`src/rtl/execute_in_stage.sv`:
```
// Execute-stage input buffer: captures decode outputs one cycle after en_decode
// into a small circular FIFO and holds decode off while a control instruction is buffered.
module execute_in_stage #(
    parameter int DEPTH = 2
) (
    input  logic        clock,
    input  logic        reset,
    input  logic        run,
    input  logic        Mem_Control,
    input  logic [5:0]  E_Control,
    input  logic [1:0]  W_Control,
    input  logic [15:0] IR,
    input  logic [15:0] npc_out,
    output logic        en_decode,
    input  logic        ex_ready,
    output logic        ex_valid,
    output logic        ex_Mem_Control,
    output logic [5:0]  ex_E_Control,
    output logic [1:0]  ex_W_Control,
    output logic [15:0] ex_IR,
    output logic [15:0] ex_npc,
    output logic [15:0] instr_count
);

    localparam int PW = (DEPTH > 2) ? 2 : 1;

    typedef struct packed {
        logic        mem;
        logic [5:0]  e;
        logic [1:0]  w;
        logic [15:0] ir;
        logic [15:0] npc;
    } entry_t;

    entry_t          fifo_q [DEPTH];
    logic [PW-1:0]   head_q, head_d;
    logic [PW-1:0]   tail_q, tail_d;
    logic [2:0]      count_q, count_d;
    logic [2:0]      ctrl_cnt_q, ctrl_cnt_d;
    logic            pending_q;
    logic [15:0]     instr_count_q, instr_count_d;

    entry_t          head_entry;
    logic            capture;
    logic            pop;
    logic            ctrl_in;
    logic            ctrl_out;
    logic [3:0]      occupancy;

    function automatic logic is_ctrl(input logic [15:0] ir);
        return (ir[15:12] == 4'b0000) || (ir[15:12] == 4'b1100) ||
               (ir[15:12] == 4'b0100) || (ir[15:12] == 4'b1111);
    endfunction

    function automatic logic [PW-1:0] next_ptr(input logic [PW-1:0] p);
        return (p == PW'(DEPTH - 1)) ? '0 : p + 1'b1;
    endfunction

    // Slots already filled plus the one in flight from decode.
    assign occupancy  = 4'(count_q) + 4'(pending_q);
    assign en_decode  = run && !reset && (ctrl_cnt_q == 3'd0) && (occupancy < 4'(DEPTH));

    assign head_entry = fifo_q[head_q];
    assign ex_valid   = (count_q != 3'd0);
    assign capture    = pending_q;
    assign pop        = ex_valid && ex_ready;
    assign ctrl_in    = capture && is_ctrl(IR);
    assign ctrl_out   = pop && is_ctrl(head_entry.ir);

    assign ex_Mem_Control = ex_valid ? head_entry.mem : 1'b0;
    assign ex_E_Control   = ex_valid ? head_entry.e   : 6'd0;
    assign ex_W_Control   = ex_valid ? head_entry.w   : 2'd0;
    assign ex_IR          = ex_valid ? head_entry.ir  : 16'd0;
    assign ex_npc         = ex_valid ? head_entry.npc : 16'd0;
    assign instr_count    = instr_count_q;

    always_comb begin
        head_d        = head_q;
        tail_d        = tail_q;
        count_d       = count_q;
        ctrl_cnt_d    = ctrl_cnt_q;
        instr_count_d = instr_count_q;

        if (capture) begin
            tail_d = next_ptr(tail_q);
        end
        if (pop) begin
            head_d        = next_ptr(head_q);
            instr_count_d = instr_count_q + 16'd1;
        end

        case ({capture, pop})
            2'b10:   count_d = count_q + 3'd1;
            2'b01:   count_d = count_q - 3'd1;
            default: count_d = count_q;
        endcase

        case ({ctrl_in, ctrl_out})
            2'b10:   ctrl_cnt_d = ctrl_cnt_q + 3'd1;
            2'b01:   ctrl_cnt_d = ctrl_cnt_q - 3'd1;
            default: ctrl_cnt_d = ctrl_cnt_q;
        endcase
    end

    always_ff @(posedge clock) begin
        if (reset) begin
            head_q        <= '0;
            tail_q        <= '0;
            count_q       <= 3'd0;
            ctrl_cnt_q    <= 3'd0;
            pending_q     <= 1'b0;
            instr_count_q <= 16'd0;
        end else begin
            head_q        <= head_d;
            tail_q        <= tail_d;
            count_q       <= count_d;
            ctrl_cnt_q    <= ctrl_cnt_d;
            pending_q     <= en_decode;
            instr_count_q <= instr_count_d;
        end
    end

    // Payload storage needs no reset: ex_* outputs are masked while empty.
    always_ff @(posedge clock) begin
        if (!reset && capture) begin
            fifo_q[tail_q] <= '{mem: Mem_Control, e: E_Control, w: W_Control,
                                ir: IR, npc: npc_out};
        end
    end

    overflow_chk: assert property (@(posedge clock) disable iff (reset)
        !(pending_q && (count_q == 3'(DEPTH))));

endmodule

```
`config.mk`:
```
export PLATFORM = sky130hd
export DESIGN_NAME = execute_in_stage
export DESIGN_NICKNAME = d
export VERILOG_FILES = /design/src/rtl/execute_in_stage.sv
export SDC_FILE = /design/constraint.sdc
export NUM_CORES = 1
export LEC_CHECK = 0
export ABC_AREA = 1
export ABC_CLOCK_PERIOD_IN_PS = 5500
export BUFFER_PORTS_ARGS = -buffer_cell sky130_fd_sc_hd__buf_2
export CORE_MARGIN = 3
export CORE_UTILIZATION = 54
export DETAILED_ROUTE_END_ITERATION = 12
export GPL_TIMING_DRIVEN = 0
export HOLD_SLACK_MARGIN = 0.12
export PLACE_DENSITY_LB_ADDON = 0.12
export SLEW_MARGIN = 25
export SYNTH_ARGS = -nofsm -noshare
export SYNTH_HDL_FRONTEND = slang
export SYNTH_SLANG_ARGS = --single-unit
```
`constraint.sdc`:
```
create_clock -name clock -period 5.5 [get_ports clock]
set_clock_uncertainty 0.2 [all_clocks]
set_input_delay 0.825 -clock clock [delete_from_list [all_inputs] [get_ports clock]]
set_output_delay 0.825 -clock clock [all_outputs]
set_load 0.005 [all_outputs]
```
# [After elaboration in Yosys (flattened, before gate mapping)]
# Memories as Yosys holds them, arrays and structs flattened. A register that Yosys moved wholly into a read port is not among the register bits.
# Index checks and enable logic that the tools add are counted.
[totals] mem_bits_rw=82 word_cells=59 inputBits=45 ff_bits=25 out_inout_bits=59 memories=1
[mem_list] name="fifo_q" depth=2 width=41 rd=1 rd_ports_with_merged_regs=1 write_ports=1 line="35" source="entry_t fifo_q [DEPTH];"
[op_classes] muxes=13 n_eq_ne=10 n_lt_le_gt_ge=1 addsub=8 reduce_logical=20
[ops] operator="16-bit 2-to-1 mux" count=2
[ops] operator="16-bit by 1-bit adder with 16-bit output (second input constant)" count=1
[ops] operator="4-bit equality test (second input constant)" count=4
[ops] operator="3-bit one-hot mux with 2 select lines" count=2
[ops] operator="4-bit by 3-bit equality test with 1-bit output (second input constant)" count=2
[ops] operator="4-bit zero test" count=2
[ops] operator="1-bit logical AND" count=7
[ops] operator="1-bit 2-to-1 mux" count=7
[ops] operator="3-bit by 1-bit adder with 3-bit output (second input constant)" count=2
[ops] operator="1-bit logical OR" count=6
[ops] operator="6-bit 2-to-1 mux" count=1
[ops] operator="3-bit by 1-bit subtractor with 3-bit output (second input constant)" count=2
[ops] operator="3-bit by 1-bit adder with 4-bit output" count=1
[ops] operator="2-bit by 1-bit equality test with 1-bit output (second input constant)" count=2
[ops] operator="2-bit equality test (second input constant)" count=2
[ops] operator="4-bit by 2-bit < comparator with 1-bit output (second input constant)" count=1
[ops] operator="2-bit nonzero test" count=2
[ops] operator="3-bit zero test" count=1
[ops] operator="3-bit nonzero test" count=1
[ops] operator="1-bit adder (second input constant)" count=2
[ops] operator="2-bit 2-to-1 mux" count=1
[ops] operator="1-bit zero test" count=1

# [Depth between registers and ports, before layout]
[logic_depth] word_depth=7 ltp_mapped=16 ltp_nobuf=14

# [Worst setup path after synthesis]
# OpenSTA, ideal clock, no wires.
[synth_path] path_type="input port to flip-flop" from="input port reset" to="memory fifo_q[1][0] (netlist name), enable pin" slack_ps=1090 setup_ps=491 path_buffers=0 path_stages=1 arrival_ps=3719 required_time_ps=4809 cell_sequence="nor3_1"
[synth_via] elab_chain_cells=4
[synth_lines] item="from (decl)" line="7" source="input logic reset,"
[synth_lines] item="1-bit zero test" line="125" source="if (!reset && capture) begin"
[synth_lines] item="1-bit logical AND" line="125"
[synth_lines] item="1-bit 2-to-1 mux" line="125"
[synth_lines] item="1-bit 2-to-1 mux (implied by the code)" line="126" source="fifo_q[tail_q] <= '{mem: Mem_Control, e: E_Control, w: W_Control,"
[synth_lines] item="to (decl)" line="35"
# No other way between the ends.

# [Worst setup path after layout]
[layout_path] from="register count_q[1]" to="output port ex_IR[8]"
[layout_via] elab_chain_cells=2
[layout_lines] item="from (decl)" line="38" source="logic [2:0] count_q, count_d;"
[layout_lines] item="from (signal assigned)" line="116" source="count_q <= count_d;"
[layout_lines] item="3-bit nonzero test" line="64" source="assign ex_valid = (count_q != 3'd0);"
[layout_lines] item="16-bit 2-to-1 mux" line="73" source="assign ex_IR = ex_valid ? head_entry.ir : 16'd0;"
[layout_lines] item="to (decl)" line="20" source="output logic [15:0] ex_IR,"
# No other way between the ends.

==> metrics.md <==
| Metric | Value |
|---|---|
| Most frequent cells after synthesis | `nand2_1, edfxtp_1, inv_1` |
| Io pins | `104` |
| Crit-path max FO | `10` |
| Synth unique cells | `27` |
| Clk buf depth | `2` |
| Syn. warnings | `0` |
| Synth area leaders | `edfxtp_1, nand2_1, dfxtp_1` |
| Standard-cell row count | `33` |
| Reg-to-reg endpoint | `ctrl_cnt_q[2]` |
| Clock period minus worst slack | `2.78 ns` |
| Worst Setup End Kind | `output pin` |
| MaxCap Viol Count | `0` |
| Post-synth ARST share | `0%` |
| Crit. Startpoint | `count_q[1]` |
| Worst-Skew Late Latency | `0.36 ns` |
| Top_reg_cell synth | `edfxtp_1` |
| Gr usage total | `19.7%` |
| Diodes inserted | `0` |
| Post-DRT Antenna Nets | `0` |
| Max Slew Vio Count | `0` |
| Leakage | `0.00274 µW` |
| Critical path type | `reg2out` |
| Placed Area | `5460 µm²` |
| CTS root buf | `clkbuf_8` |
| Hold Crit Class | `reg2reg` |
| Setup Buffers After CTS | `0` |
| Via count | `3568` |
| Clock transition at the registers of the reported paths | `0.10 ns` |
| Die Span X | `99.7 µm` |
| Mean routed wirelength per cell | `12.6 µm` |
| Top-area cell type share of the netlist area | `52.0%` |
| Crit path DAT | `1.75 ns` |
| Actual slew at the worst max-slew pin | `0.669 ns` |
| First-pass GRT wire length | `15.4 mm` |
| Layout Nets | `681` |
| Via density | `4.82` |
| Setup-failing EPs final | `0` |
| Num Clock Sinks | `108` |
| Initial drt markers | `96` |
| Residual DRC | `0` |
| Layout cells sized above 1 | `23.3%` |
| Fmax | `360 MHz` |
| Grt total ovfl | `0` |
| Fin area | `5670 µm²` |
| Max transition margin | `55.3%` |
| FILL cells | `693` |
| Syn Nets | `561` |
| Worst Setup Slack, final | `2.72 ns` |
| Vias in the first global route | `3429` |
| DP HPWL | `6.91 mm` |
| Most common cell in the netlist | `nand2_1` |
| R2R setup slack | `2.94 ns` |
| Core Box Area | `8380 µm²` |
| VDD IR-drop max | `0.000325 V` |
| Tot Pwr | `2390 µW` |
| Place WS | `2.56 ns` |
| H-tree depth | `3` |
| Detailed Route WL | `9.29 mm` |
| Critical Path Source Type | `flip-flop` |
| Area delta synth->final | `19.7%` |
| WP data required | `4.47 ns` |
| Worst-case reg-to-reg path depth | `15` |
| Hold Vio Cnt, Final | `0` |
| TritonCTS buffer count | `9` |
| Largest net degree at the start of global routing | `23` |
| Final RePlAce weighted congestion | `0.850` |
| Post-synthesis register bit count | `108` |
| Power Dens Cells | `422 nW/µm²` |
| RSZ-0062 raised after global routing | `no` |
| Initial antenna violation count | `0` |
| Die area | `9930 µm²` |
| Syn Area/Cell | `9.29 µm²` |
| Worst hold margin | `0.271 ns` |
| EDFF count, synth | `82` |
| Post-cts resize count | `0` |
| Die span in y | `99.7 µm` |
| Largest area contributor in the netlist | `edfxtp_1` |
| Hold Buf Count CTS | `0` |
| Sequential cell area fraction in the yosys report | `63.0%` |
| CTS tree | `done` |
| Period Utilization, post-route | `50.5%` |
| First-pass DRT Iterations | `4` |
| Setup crit end | `ex_IR[8]` |
| Post-Synthesis Cells | `510` |
| Post-synthesis cell area | `4740 µm²` |
| Port buffer count | `103` |
| Starting density of the core | `56.5%` |
| Finished Core Util | `67.6%` |
| Status | `finished, final reports clean` |
per-stage QoR:
stage | std cells | TNS, ns
CTS | 740 | 0
finish | 740 | 0
global placement | 718 | -21.15
detailed placement | 724 | 0
floorplan | 510 | 0
global route | 740 | 0
area by class of cell:
class,count,area (µm²),area share [%]
Sequential cell,108,2980,52.6
Multi-Input combinational cell,307,1400,24.6
Timing Repair Buffer,109,581,10.2
Inverter,79,297,5.23
Tap cell,105,131,2.32
Clock buffer,9,124,2.19
Clock inverter,7,82.6,1.46
Buffer,16,73.8,1.30
cell usage in the layout (no fill, tap or decap), drive strengths merged:
master and n:
nand2 202, buf 116, edfxtp 82, inv 82, nor2 37, dfxtp 26
a21oi 21, clkbuf 18, o21ai 17, nand3 12, nand4 6, ha 4
fa 2, clkinvlp 2, nor3 2, a21boi 1, or2 1, a211oi 1
and2 1, bufinv 1, clkinv 1
per-layer routing:
| layer | vias up | routed length, µm | track usage (%) |
|---|---|---|---|
| met4 | 0 | 167 | 7.04 |
| met5 | - | 0 | 0 |
| met3 | 15 | 542 | 3.58 |
| li1 | 1850 | - | - |
| met1 | 1607 | 3820 | 23.4 |
| met2 | 96 | 4760 | 35.6 |
registers in the layout, summed over array words and instances, names as in the netlist, named ones only:
| signal | cells |
|---|---|
| capture | 1 |
| tail_q | 1 |
| head_q | 1 |
| fifo_q | 82 |
| count_q | 3 |
| ctrl_cnt_q | 3 |
| instr_count | 16 |
worst max-delay path, cell delays in order, from the launching register on:
cell and delay (ns):
dfxtp_1 0.43, nor2_2 0.08, nand2_4 0.13, clkbuf_1 0.41
nand2_1 0.15, inv_1 0.09, buf_2 0.11
kinds of logic (layout without fill, tap and decap cells):
logic type / after synthesis / in the layout / synth area share, %
and+or+nand+nor: 261 / 261 / 22.9
DFF: 108 / 108 / 63.0
buffers and inverters: 95 / 220 / 7.82
AOI/OAI and AO/OA: 40 / 40 / 4.41
adders and majority gates: 6 / 6 / 1.90
power by group:
group          total, µW  leakage (µW)  internal (µW)  switching, µW
Clock                487     0.0000984            218            270
Sequential           994      0.000954            961           33.1
Combinational        913       0.00169            334            578
Total               2390       0.00274           1510            881
how the worst min path moves through the flow:
stage / from / to / slack (ns) / cells past startpoint
2_1_floorplan: head_q / flip-flop / 0.23 / 1
3_3_place_gp: head_q / head_q / 0.24 / 1
3_5_place_dp: head_q / flip-flop / 0.26 / 1
4_1_cts: head_q / flip-flop / 0.27 / 1
5_1_grt: ctrl_cnt_q[2] / ctrl_cnt_q[2] / 0.29 / 2
6_report: head_q / flip-flop / 0.27 / 1
Note: power is estimated with default switching activity, not from simulation.
